**src/rtl/led_step_ctrl.sv**
```systemverilog
// Step-enable generator for the 8-LED fill chaser: debounced run/pause
// toggle plus a one-cycle SS strobe every (BASE_DIV << SPEED) cycles.
// Ports: Clk, RST (async, active-high), BTN_SS (raw button),
//   SPEED[1:0] (rate select), SS (step strobe), RUN (running),
//   BTN_PRESS (accepted press pulse). All outputs are registered.
module led_step_ctrl #(
  parameter int DEB_CYCLES = 250000,
  parameter int BASE_DIV   = 5000000,
  parameter bit AUTO_RUN   = 1'b0
) (
  input  logic       Clk,
  input  logic       RST,
  input  logic       BTN_SS,
  input  logic [1:0] SPEED,
  output logic       SS,
  output logic       RUN,
  output logic       BTN_PRESS
);

  localparam int DW = (DEB_CYCLES > 1) ? $clog2(DEB_CYCLES) : 1;
  localparam int PW = $clog2(BASE_DIV * 8);
  localparam logic [DW-1:0] DEB_LAST = DW'(DEB_CYCLES - 1);

  typedef enum logic [1:0] {
    IDLE,
    RUNNING,
    PAUSED
  } state_t;

  localparam state_t RST_STATE = AUTO_RUN ? RUNNING : IDLE;

  state_t        state;
  logic          sync1;
  logic          sync2;
  logic          db;
  logic          db_q;
  logic [DW-1:0] dcnt;
  logic [PW-1:0] pcnt;
  logic [31:0]   limit;
  logic          press;
  logic          term;

  // press is the internal pulse the cycle after db rises
  assign press = db & ~db_q;

  // >= so a lowered period wraps at once instead of rolling over
  assign limit = (32'(BASE_DIV) << SPEED) - 32'd1;
  assign term  = 32'(pcnt) >= limit;

  always_ff @(posedge Clk or posedge RST) begin
    if (RST) begin
      sync1     <= 1'b0;
      sync2     <= 1'b0;
      db        <= 1'b0;
      db_q      <= 1'b0;
      dcnt      <= '0;
      pcnt      <= '0;
      SS        <= 1'b0;
      BTN_PRESS <= 1'b0;
      state     <= RST_STATE;
      RUN       <= AUTO_RUN;
    end else begin
      sync1     <= BTN_SS;
      sync2     <= sync1;
      db_q      <= db;
      BTN_PRESS <= press;
      SS        <= 1'b0;

      if (sync2 == db) begin
        dcnt <= '0;
      end else if (dcnt == DEB_LAST) begin
        db   <= sync2;
        dcnt <= '0;
      end else begin
        dcnt <= dcnt + DW'(1);
      end

      case (state)
        IDLE: begin
          if (press) begin
            state <= RUNNING;
            RUN   <= 1'b1;
            pcnt  <= '0;
          end
        end
        RUNNING: begin
          pcnt <= term ? '0 : pcnt + PW'(1);
          // a press on the terminal edge suppresses the strobe
          SS   <= term & ~press;
          if (press) begin
            state <= PAUSED;
            RUN   <= 1'b0;
          end
        end
        PAUSED: begin
          if (press) begin
            state <= RUNNING;
            RUN   <= 1'b1;
          end
        end
        default: begin
          state <= IDLE;
          RUN   <= 1'b0;
        end
      endcase
    end
  end

endmodule

```
**config.mk**
```make
export PLATFORM = sky130hd
export DESIGN_NAME = led_step_ctrl
export DESIGN_NICKNAME = d
export VERILOG_FILES = /design/src/rtl/led_step_ctrl.sv
export SDC_FILE = /design/constraint.sdc
export NUM_CORES = 1
export LEC_CHECK = 0
export BUFFER_PORTS_ARGS = -buffer_cell sky130_fd_sc_hd__buf_4
export CAP_MARGIN = 20
export CORE_UTILIZATION = 59
export CTS_BUF_LIST = sky130_fd_sc_hd__clkbuf_8
export CTS_CLUSTER_SIZE = 25
export DETAILED_ROUTE_END_ITERATION = 10
export PLACE_DENSITY_LB_ADDON = 0.25
export SLEW_MARGIN = 20
export SYNTH_ARGS = -nofsm -noshare
export SYNTH_HDL_FRONTEND = slang
export SYNTH_SLANG_ARGS = --single-unit
```
**constraint.sdc**
```tcl
create_clock -name Clk -period 1.9 [get_ports Clk]
set_input_delay 0.285 -clock Clk [delete_from_list [all_inputs] [get_ports Clk]]
set_output_delay 0.285 -clock Clk [all_outputs]
set_load 0.02 [all_outputs]
```
==> metrics list, run 1 <==
* Endpoint of the worst-slack reg-to-reg timing path: pcnt[10]$_DFFE_PP0P_
- All-layer global routing usage: 35.39%
* Critical R2R Launch: pcnt[18]$_DFFE_PP0P_
- Nature of the critical path startpoint: input port
- Setup repair after global routing could not meet its margin everywhere.
- The tree is rooted in a sky130_fd_sc_hd__clkbuf_8.
- TritonCTS clock tree: done
- The initial antenna violation count is 0.
- Sequential cell area fraction in the yosys report: 41.54%
- Hold/Removal Path Class: in -> async
- Total Power Consumption: 2.138 mW
* Final worst path period need: 2.288 ns
- Routability-driven placement finished with a final weighted congestion of 0.8729.
- Critical path endpoint: pcnt[10]$_DFFE_PP0P_
- In this run the tool buffered the top-level ports with 7 buffer cells.
- After detailed routing, the total wire length is 11,510 µm.
- Avg Cell Area, Syn: 9.419 µm²
- Worst-path maximum fanout: 7
- Synthesis Warnings: 0
- Static timing analysis puts the maximum clock frequency at 437.1 MHz.
* Max-cap violations: 0
- After synthesis the cells add up to 3193 µm².
* Pre-antenna DRT Iters: 5
- Prevailing post-synth register cell: sky130_fd_sc_hd__dfrtp_1
* Pwr dens: 482.3 nW/µm²
- The floorplan step set the die width to 75.57 µm.
- Final Max Tran Viols: 0
- In the final layout, flip-flops and latches occupy 1326 µm².
* Tightest hold margin: 0.001287 ns
- Adder-Cell Fraction of Synth Area: 11.76%
- At the worst endpoint, the arrival time is 2.56 ns.
- In the routed design, unresolved DRC markers number 0.
- Iteration-0 DRC Markers: 333
* Post-synthesis compound-gate area fraction: 11.87%
- Floorplan row count: 26
* Worst Path Class, Setup: in -> reg
- The die covers 5710 µm².
- The multi-input combinational cells in the finished layout cover a total of 2211 µm².
* Top library cells by usage in the layout, fill and taps aside: sky130_fd_sc_hd__dfrtp_1 (53), sky130_fd_sc_hd__buf_4 (49), sky130_fd_sc_hd__nor2_1 (29)
- Number of buffers on the longest clock path: 2
- The layout has 230 filler cells.
- In the synthesized netlist, the number of instances is 339.
- The number of hold violations in the final report was 0.
- The worst-case IR drop observed on VDD is 405.6 µV.
* Global-route wire length before repair: 14,600 µm
- Final standard cell utilization of the core: 85.68%
- Nets: 431
* Detailed-route vias per instance: 6.835
- For the worst flop-to-flop path, the logic depth is 10.
* Count of cell types in the netlist: 47
* Detail Placement HPWL: 5058 µm
- Remaining global-route overflow: 0
* Pin count of the biggest net entering global routing: 32
* Proportion of synthesized area in mux cells: 0.6661%
* Area growth from synthesis to layout: 38.79%
- Via count of the first global-routing pass: 2,978
- Static Leakage: 1.878 nW
* Commonest non-fill, non-tap cell in the layout: sky130_fd_sc_hd__dfrtp_1
- Number of inserted diodes: 0
- For the worst setup path, the data required time is 2.18 ns.
* Synth async-reset ratio: 100.0%
* Number of nets still failing antenna checks after routing: 0
* Worst relative slew slack: 61.49%
* Setup Viol. Count Final: 27
- Final cycle utilization of the critical path: 120.4%
- Combinational family with the most area after synthesis: simple AND/OR/NAND/NOR gates
- Once routing completed, OpenROAD measured the worst setup slack at -0.3878 ns.
- Initial core utilization: 61.73%
- H-tree depth: 2
* Fraction of final layout cells with drive strength greater than 1: 38.04%
* Mean routed wirelength per cell: 24.64 µm
- Transition time of the tightest slew-check pin: 0.5768 ns
- After Yosys synthesis, XOR and XNOR cells account for 6.583% of the synthesized area.
- Kind of capture point of the worst setup path: flop
- After synthesis the netlist holds a flip-flop and latch count of 53.
- Via count: 3,192
* Cts bufs inserted: 5
* I/O pin count: 8
- Of the total synthesized cell area, the portion taken by AND, OR, NAND and NOR gates is 23.08%.
* First element of the critical path: SPEED[0]
* Clock Skews: 0.02905 ns
- EDFF count, synth: 0
* Status: complete, but fails checks
- The die is 75.57 µm tall.
- Post-Syn Nets: 374
- The total area inside the core boundary comes to 5172 µm².
* Worst reg2reg setup slack: -0.37 ns
- Number of clock sinks: 53
- Clock latency on the worst-skew pair, taken at its later pin, is 0.33 ns.
- Clock-pin slew reported for the worst setup and hold paths after clock tree synthesis: 0.13 ns
* Failing checks: negative setup slack
[cell type report]
class                   count  share of cell area [%]
clock buffers               5                   1.553
clock inverters             3                  0.6494
repair buffers             63                   13.92
flip-flops and latches     53                   29.93
multi-input cells         256                   49.89
inverters                  17                   2.089
well taps                  70                   1.976
[worst min path at each step]
stage	startpoint	to	cells past startpoint	slack (ns)
floorplan	BTN_SS	sync1$_DFF_PP0_	0	0.32
global placement	sync1$_DFF_PP0_	sync2$_DFF_PP0_	0	0.33
CTS	RST	state[1]$_DFFE_PP0P_	2	0.008
global route	RST	state[1]$_DFFE_PP0P_	2	0.03
detailed placement	sync1$_DFF_PP0_	sync2$_DFF_PP0_	0	0.34
finish	RST	state[1]$_DFFE_PP0P_	2	0.001
[stage by stage]
step	setup slack, ns	cells	area (µm²)	TNS (ns)
floorplan	-0.2065	339	3329	-3.292
global placement	-0.5888	444	3716	-12.75
detailed placement	-0.6301	444	3716	-14.24
CTS	-0.1285	461	4212	-1.432
global route	-0.4438	467	4432	-9.458
finish	-0.3878	467	4432	-7.354
[logic make-up (layout without fill, tap and decap cells)]
family	count (synthesis)	after routing
buf+inv	30	88
compound gates	64	64
simple gates	136	136
mux	2	2
flops	53	53
fa+ha+maj	30	30
xor+xnor	24	24
[synth_stat cells (all sizes together), types with 2 or more instances]
cell type / count / share of area (%)
nor4b: 4 / 1.1
nor3b: 2 / 0.47
xor2: 18 / 4.9
dfrtp: 53 / 42
or2: 2 / 0.39
a21oi: 20 / 3.4
nor4: 2 / 0.59
nand2b: 5 / 0.98
nor3: 7 / 1.6
inv: 17 / 2.0
and4: 4 / 1.1
xnor2: 6 / 1.6
buf: 8 / 1.9
nand3: 23 / 4.2
a21o: 3 / 0.71
and3: 10 / 2.0
nand2: 28 / 3.3
nand4: 13 / 2.7
or3: 4 / 0.78
a41oi: 3 / 0.82
nor2: 30 / 3.5
a31oi: 11 / 2.2
o21ai: 20 / 3.1
ha: 30 / 12
clkbuf: 5 / 0.59
[flip-flops by register name (all words and copies together), names as in the netlist]
signal	cells
sync1	1
state	2
db	1
SS	1
dcnt	18
db_q	1
sync2	1
pcnt	26
BTN_PRESS	1
RUN	1
[layer usage]
metal	part of all wire [%]	routed length, µm	track usage, %
met1	35	4042	38.87
met2	47	5432	57.34
met3	11	1251	13.49
met4	6.8	778	23.46
met5	0	0	0
[worst max-delay path, cell delays in order]
cell and delay, ns:
sky130_fd_sc_hd__buf_12 0.12, sky130_fd_sc_hd__inv_8 0.07, sky130_fd_sc_hd__ha_4 0.15, sky130_fd_sc_hd__inv_2 0.05
sky130_fd_sc_hd__ha_4 0.25, sky130_fd_sc_hd__ha_4 0.24, sky130_fd_sc_hd__a21oi_2 0.16, sky130_fd_sc_hd__o221ai_2 0.12
sky130_fd_sc_hd__o21ai_2 0.28, sky130_fd_sc_hd__nand3_4 0.16, sky130_fd_sc_hd__buf_8 0.17, sky130_fd_sc_hd__buf_6 0.13
sky130_fd_sc_hd__nor3b_2 0.23, sky130_fd_sc_hd__a21o_1 0.13
[what timing repair did]
item | in CTS | in global routing
setup endpoints to repair | 26 | 27
gates cloned | 1 | 2
setup buffers | 8 | 4
hold buffers | 0 | 0
gates resized for setup | 52 | 28
pin swaps | 26 | 15
[power by group]
| part | switching, mW | internal (mW) |
|---|---|---|
| Combinational | 0.150 | 0.119 |
| Clock | 0.450 | 0.278 |
| Sequential | 0.00613 | 1.13 |
Power figures use the tool's default switching activity.
==> run 2: changes to the inputs <==
Settings changed: BUFFER_PORTS_ARGS -buffer_cell sky130_fd_sc_hd__buf_4 to not set, CORE_UTILIZATION 59 to 60, DONT_BUFFER_PORTS set to 1.
==> metrics list, run 2 (synthesis gave the netlist of run 1 again) <==
- Via count: 2,789 (-13%)
- The number of levels in the clock H-tree came to 2 (unchanged).
- The switching power total is 0.5436 mW (-10%).
- Total core area: 5107 µm² (-1.3%)
- Number of inserted diodes: 0 (unchanged)
- The leftover overflow at the end of global routing came to 0 (unchanged).
- Clock-pin slew reported for the worst setup and hold paths after clock tree synthesis: 0.11 ns (-0.02 ns)
* All-layer global routing usage: 30.52% (-4.9 points)
* CP most frequent cell: sky130_fd_sc_hd__o21ai_1
* Nature of the critical path startpoint: flop
- Antenna violations before repair: 0 (unchanged)
- Area of the die: 5618 µm² (-1.6%)
- On the critical path, the stage with the largest delay is an instance of sky130_fd_sc_hd__dfrtp_1.
* Transition time of the tightest slew-check pin: 0.5350 ns (-0.04185 ns)
- Cell at the root of the clock tree: sky130_fd_sc_hd__clkbuf_8
- # port buffers: 0 (-7)
* Final worst path period need: 2.137 ns (-0.1509 ns)
- Final cycle utilization of the critical path: 112.5% (-7.9 points)
* I/O pin count: 8 (unchanged)
* Max-cap violations: 0 (unchanged)
* Remaining routing DRC violations: 0 (unchanged)
* Mean routed wirelength per cell: 19.19 µm (-22%)
- Commonest non-fill, non-tap cell in the layout: sky130_fd_sc_hd__dfrtp_1
* Maximum frequency from static timing analysis: 468.0 MHz (+7.1%)
* Clock Skews: 0.01193 ns (-0.01712 ns)
- Setup repair after global routing could not meet its margin everywhere.
- Setup Viol. Count Final: 27 (unchanged)
- The share of post-route cells with drive strength above 1 is 30.03% (-8.0 points).
- The final max-slew violation count is 0 (unchanged).
- Critical Path RT: 2.15 ns (-0.03 ns)
- The y dimension of the die is 74.95 µm (-0.81%).
* Pre-antenna DRT Iters: 5 (unchanged)
- TritonCTS built the clock tree.
- The total negative slack for setup checks is -4.260 ns (+3.094 ns).
- The worst supply voltage drop on vdd is 410.0 µV (+1.1%).
- Status: complete, but fails checks
- Max incr delay on CP: 0.42 ns (+0.14 ns)
- The leakage power total was 1.733 nW (-7.7%).
- The utilization of the core after routing was 79.57% (-6.1 points).
- Top library cells by usage in the layout, fill and taps aside: sky130_fd_sc_hd__dfrtp_1 (52), sky130_fd_sc_hd__buf_4 (43), sky130_fd_sc_hd__nor2_1 (29)
- Register containing the most flip-flops in the final layout: pcnt
- Worst path bufs/invs: 1 (-4)
- Area growth from synthesis to layout: 27.27%
- The number of global-route vias before repair came to 2,684 (-9.9%).
- Largest registers in the final layout: pcnt (26), dcnt (18), state (2)
- Share of total power in sequential cells: 52.6% (-0.8 points)
- Crit-path leading delay family: compound AO/OA/AOI/OAI gates
- Nets: 417 (-3.2%)
- Kind of capture point of the worst setup path: flop
* Number of clock sinks: 53 (unchanged)
- The switching part of the total power came to 25.10% (-3.3 points).
- The setup path with the least slack is of type reg -> reg.
* Flip-flop count of the largest register, all copies and words added: 26 (unchanged)
- The tightest slew margin relative to the limit came to 64.28% (+2.8 points).
* Floorplan row count: 26 (unchanged)
- Count of endpoints failing hold in the final timing report: 0 (unchanged)
- Clock share of power: 38.4% (+4.3 points)
- The signal arrival time at the worst endpoint is 2.39 ns (-0.17 ns).
- Failing checks: negative setup slack
- The chip width was 74.95 µm (-0.81%).
* Pin count of the biggest net entering global routing: 28 (-13%)
- The worst-path maximum fanout came to 6 (-1).
* Final critical-path setup slack: -0.2369 ns (+0.1509 ns)
- The initial core utilization came to 62.52% (+0.79 points).
* Total Power Consumption: 2.166 mW (+1.3%)
- Detailed-route vias per instance: 6.157 (-9.9%)
* Global-route wire length before repair: 12,740 µm (-13%)
- Number of nets still failing antenna checks after routing: 0 (unchanged)
* Cells along the critical path: ha_1, a41oi_1, o21ai_1, a22oi_2, nand3_2, buf_6, or3_1, o21ai_1
- The total power per unit cell area was 533.0 nW/µm² (+11%).
- Cts bufs inserted: 5 (unchanged)
- Clock latency on the worst-skew pair: 0.33 ns (about the same)
- The violation count after the first detailed-route iteration came to 296 (-11%).
* Internal power: 1.623 mW (+6.0%)
- The HPWL after detailed placement is 5211 µm (+3.0%).
- Combinational cell fraction of total power: 9.0% (-3.6 points)
- Placer Congestion: 0.9460 (+8.4%)
- Wire length after detailed routing: 8693 µm (-24%)
- The worst hold path belongs to the class reg -> reg.
- Number of buffers on the longest clock path: 2 (unchanged)
run 2: cell count changes in the layout (fill, tap and decap cells not counted), sizes merged:
cell,delta
dlygate4sd3,+2
and3,+1
clkinv,-1
bufinv,+1
buf,-15
clkbuf,-2
run 2: metal layers:
layer | global-route usage (%) | share of wire, % | wire (µm) | vias up
li1 | - | - | - | 1293
met1 | 35.67 | 40 | 3454 | 1355
met2 | 54.35 | 52 | 4535 | 112
met3 | 6.827 | 4.5 | 390 | 29
met4 | 12.16 | 3.6 | 313 | 0
met5 | 0 | 0 | 0 | -
run 2: worst paths after layout:
kind | start | endpoint | slack, ns | cells past startpoint
setup / recovery | pcnt[13]$_DFFE_PP0P_ | pcnt[25]$_DFFE_PP0P_ | -0.24 | 8
hold / removal | sync1$_DFF_PP0_ | sync2$_DFF_PP0_ | 0.36 | 0
setup reg to reg | pcnt[13]$_DFFE_PP0P_ | pcnt[25]$_DFFE_PP0P_ | -0.24 | 8
hold reg to reg | sync1$_DFF_PP0_ | sync2$_DFF_PP0_ | 0.36 | 0
max in group asynchronous | RST | pcnt[16]$_DFFE_PP0P_ | 0.78 | 3
min in group asynchronous | RST | RUN$_DFFE_PP0P_ | 0.45 | 2
run 2: final cells by class:
type | count | area, µm²
inverter | 17 | 87.58
sequential | 53 | 1328
clock inverter | 3 | 47.55
multi-input combinational | 257 | 2068
clock buffer | 5 | 68.82
timing repair buffer | 48 | 376.6
fill | 311 | 1044
tap | 70 | 87.58
run 2: stage by stage:
stage                     instance area (µm²)  cells  worst slack, ns  hold WS (ns)
after floorplan                          3329    339          -0.2065        0.3164
after global placement                   3636    435          -0.3694        0.2359
after detailed placement                 3636    435          -0.4164        0.2445
after CTS                                3904    449          -0.1436        0.3644
after global routing                     4064    453          -0.3001        0.3603
final                                    4064    453          -0.2369        0.3610
run 2: power groups by stage:
| stage | registers [mW] | clock network (mW) | logic (mW) |
|---|---|---|---|
| after floorplan | 1.16 | 0 | 0.113 |
| after global placement | 1.16 | 0 | 0.143 |
| after detailed placement | 1.16 | 0 | 0.147 |
| after CTS | 1.14 | 0.833 | 0.157 |
| after global routing | 1.14 | 0.874 | 0.217 |
| final | 1.14 | 0.832 | 0.194 |
run 2: repair_timing:
action,in CTS,in global routing
cloned,1,1
hold endpoints to repair,26,0
gates resized for setup,17,25
buffers inserted,3,4
hold buffers,2,0
pin swaps,5,17
setup endpoints to repair,27,45
==> run 3: changes to the inputs <==
--- a/config.mk
+++ b/config.mk
@@ -7,3 +7,2 @@
 export LEC_CHECK = 0
-export CAP_MARGIN = 20
 export CORE_UTILIZATION = 60
@@ -13,3 +12,3 @@
 export DONT_BUFFER_PORTS = 1
-export PLACE_DENSITY_LB_ADDON = 0.25
+export PLACE_DENSITY_LB_ADDON = 0.2
 export SLEW_MARGIN = 20
--- a/constraint.sdc
+++ b/constraint.sdc
@@ -3,2 +3,2 @@
 set_output_delay 0.285 -clock Clk [all_outputs]
-set_load 0.02 [all_outputs]
+set_load 0.01 [all_outputs]
==> metrics list, run 3 (synthesis gave the netlist of run 1 again) <==
- The worst setup path is captured at a flop.
* Count of endpoints failing hold in the final timing report: 0 (unchanged)
- The worst-path maximum fanout came to 7 (+1).
* Floorplan die width: 74.95 µm (unchanged)
* Initial core utilization: 62.52% (unchanged)
- Pre-antenna DRT Iters: 5 (unchanged)
- TritonCTS clock tree: done
* Largest registers in the final layout: pcnt (26), dcnt (18), state (2)
- Final standard cell utilization of the core: 81.33% (+1.8 points)
* Failing checks: negative setup slack
* Non-filler cells in the finished layout: 452 (-0.22%)
- The count of pins on the block boundary was 8 (unchanged).
- The number of flip-flops in the largest register is 26 (unchanged).
- Unrepaired setup endpoints after global routing: yes
- Clock latency on the worst-skew pair: 0.32 ns (about the same)
- The cell sitting at the root of the clock tree is a sky130_fd_sc_hd__clkbuf_8.
* Die height: 74.95 µm (unchanged)
- Number of buffers on the longest clock path: 2 (unchanged)
- The signal arrival time at the worst endpoint is 2.49 ns (+0.10 ns).
- By startpoint and endpoint, the worst setup path is classified as in -> reg.
* Hold/Removal Path Class: reg -> reg
- Area growth from synthesis to layout: 30.09%
* Pwr dens: 495.2 nW/µm² (-7.1%)
* Status: complete, but fails checks
* Detail Placement HPWL: 5244 µm (+0.63%)
- The worst register-to-register path begins at pcnt[13]$_DFFE_PP0P_.
* Remaining global-route overflow: 0 (unchanged)
- The smallest setup slack after layout came to -0.3638 ns (-0.1269 ns).
- Final cycle utilization of the critical path: 119.1% (+6.7 points)
- The number of nets still failing antenna checks after routing came to 0 (unchanged).
- Transition time of the tightest slew-check pin: 0.5468 ns (+0.01179 ns)
- The via density per instance was 6.442 (+4.6%).
- In the layout the commonest cells are sky130_fd_sc_hd__dfrtp_1 (52), sky130_fd_sc_hd__buf_4 (39), sky130_fd_sc_hd__nand2_1 (28), sky130_fd_sc_hd__nor2_1 (28), sky130_fd_sc_hd__nand3_1 (20).
- Max-cap violations: 0 (unchanged)
* Number of inserted diodes: 0 (unchanged)
- The worst setup path is launched from an input port.
* Pin count of the biggest net entering global routing: 32 (+14%)
- The post-route clock skew was 0.02302 ns (+0.01109 ns).
- R2r worst-path depth: 8 (unchanged)
* Global-route wire length before repair: 12,480 µm (-2.1%)
* Area of the die: 5618 µm² (unchanged)
* Cells on Worst Hold Path: 0 (unchanged)
- Final Max Tran Viols: 0 (unchanged)
- Critical Path RT: 2.12 ns (-0.03 ns)
* Fraction of final layout cells with drive strength greater than 1: 32.46% (+2.4 points)
- The initial antenna violation count came to 0 (unchanged).
- The worst hold path begins at sync1$_DFF_PP0_.
- All-layer global routing usage: 30.23% (-0.29 points)
* Maximum frequency from static timing analysis: 441.7 MHz (-5.6%)
* Placer Congestion: 0.9024 (-4.6%)
* Mean routed wirelength per cell: 20.71 µm (+7.9%)
* Worst reg2reg setup slack: -0.36 ns (-0.13 ns)
- Total core area: 5107 µm² (unchanged)
- Static Leakage: 1.737 nW (+0.24%)
- Total Power Consumption: 2.057 mW (-5.0%)
- The register with the most flip-flops in the final layout is pcnt.
* Hold-critical path endpoint: sync2$_DFF_PP0_
* Worst vdd ir: 473.1 µV (+15%)
- Endpoint of the worst-slack reg-to-reg timing path: pcnt[22]$_DFFE_PP0P_
- The number of levels in the clock H-tree came to 2 (unchanged).
- The CTS buffer count was 5 (unchanged).
* Iteration-0 DRC Markers: 343 (+16%)
- The clock-pin slew on the worst setup and hold paths came to 0.11 ns (about the same).
- The number of global-route vias before repair was 2,709 (+0.93%).
* Placed insts: 436 (+0.23%)
- The standard-cell row count came to 26 (unchanged).
- Wire length after detailed routing: 9362 µm (+7.7%)
- Worst relative slew slack: 63.50% (-0.79 points)
- Via count: 2,912 (+4.4%)
- Number of clock sinks: 53 (unchanged)
* Final worst path period need: 2.264 ns (+0.1269 ns)
- The count of buffers inserted at the top-level ports was 0 (unchanged).
- The count of nets after finishing is 416 (-0.24%).
* Commonest non-fill, non-tap cell in the layout: sky130_fd_sc_hd__dfrtp_1
- Setup Viol. Count Final: 26 (-3.7%)
* Remaining routing DRC violations: 0 (unchanged)
[run 3: cell count changes in the layout (fill, tap and decap cells not counted), sizes merged]
cell	change
clkbuf	+2
bufinv	-1
and3	-1
inv	-1
buf	-1
clkinvlp	+1
[run 3: layout make-up]
class	count	area, µm²
multi-input combinational	256	2117
sequential	53	1328
fill	291	953.4
timing repair buffer	48	435.4
inverter	17	87.58
tap	70	87.58
clock buffer	6	82.58
clock inverter	2	16.27
[run 3: report_power, final]
| group | switching [mW] | internal (mW) |
|---|---|---|
| combinational | 0.123 | 0.0930 |
| sequential | 0.00531 | 1.13 |
| clock | 0.400 | 0.301 |
| total | 0.529 | 1.53 |
[run 3: per-layer routing]
layer	part of all wire, %	GRT usage [%]	up-vias
met5	0	0	-
met4	4.9	11.53	0
met3	6.7	5.756	56
met2	50	54.25	153
met1	39	35.86	1410
li1	-	-	1293
[run 3: what timing repair did]
item                       CTS  global route
hold endpoints to repair    23             0
hold buffers                 2             0
cloned                       1             1
gates resized for setup     27            26
buffers inserted             2             3
pin swaps                    9            12
setup endpoints to repair   26            45
[run 3: worst max path at each step]
stage | from | slack [ns] | endpoint
after detailed placement | SPEED[0] | -0.44 | pcnt[22]$_DFFE_PP0P_
after floorplan | SPEED[1] | -0.21 | pcnt[13]$_DFFE_PP0P_
after CTS | pcnt[21]$_DFFE_PP0P_ | -0.15 | pcnt[22]$_DFFE_PP0P_
after global placement | SPEED[0] | -0.39 | pcnt[25]$_DFFE_PP0P_
after global routing | SPEED[0] | -0.44 | pcnt[13]$_DFFE_PP0P_
final | SPEED[0] | -0.36 | pcnt[22]$_DFFE_PP0P_
[run 3: critical path: stages]
cell and delay (ns):
sky130_fd_sc_hd__inv_6 0.06, sky130_fd_sc_hd__ha_1 0.24, sky130_fd_sc_hd__inv_1 0.14, sky130_fd_sc_hd__ha_1 0.33
sky130_fd_sc_hd__a41oi_2 0.19, sky130_fd_sc_hd__o21ai_1 0.14, sky130_fd_sc_hd__a22oi_2 0.25, sky130_fd_sc_hd__and3_4 0.29
sky130_fd_sc_hd__buf_12 0.13, sky130_fd_sc_hd__a41oi_2 0.14, sky130_fd_sc_hd__a31oi_1 0.26
[run 3: per-stage QoR]
stage | hold WS [ns] | setup slack (ns) | TNS [ns] | cell area [µm²]
floorplan | 0.3164 | -0.2065 | -3.292 | 3329
global placement | 0.2302 | -0.3893 | -7.975 | 3656
detailed placement | 0.2387 | -0.4439 | -9.458 | 3656
CTS | 0.3508 | -0.1471 | -1.747 | 3986
global route | 0.3475 | -0.4400 | -7.363 | 4154
finish | 0.3377 | -0.3638 | -4.467 | 4154
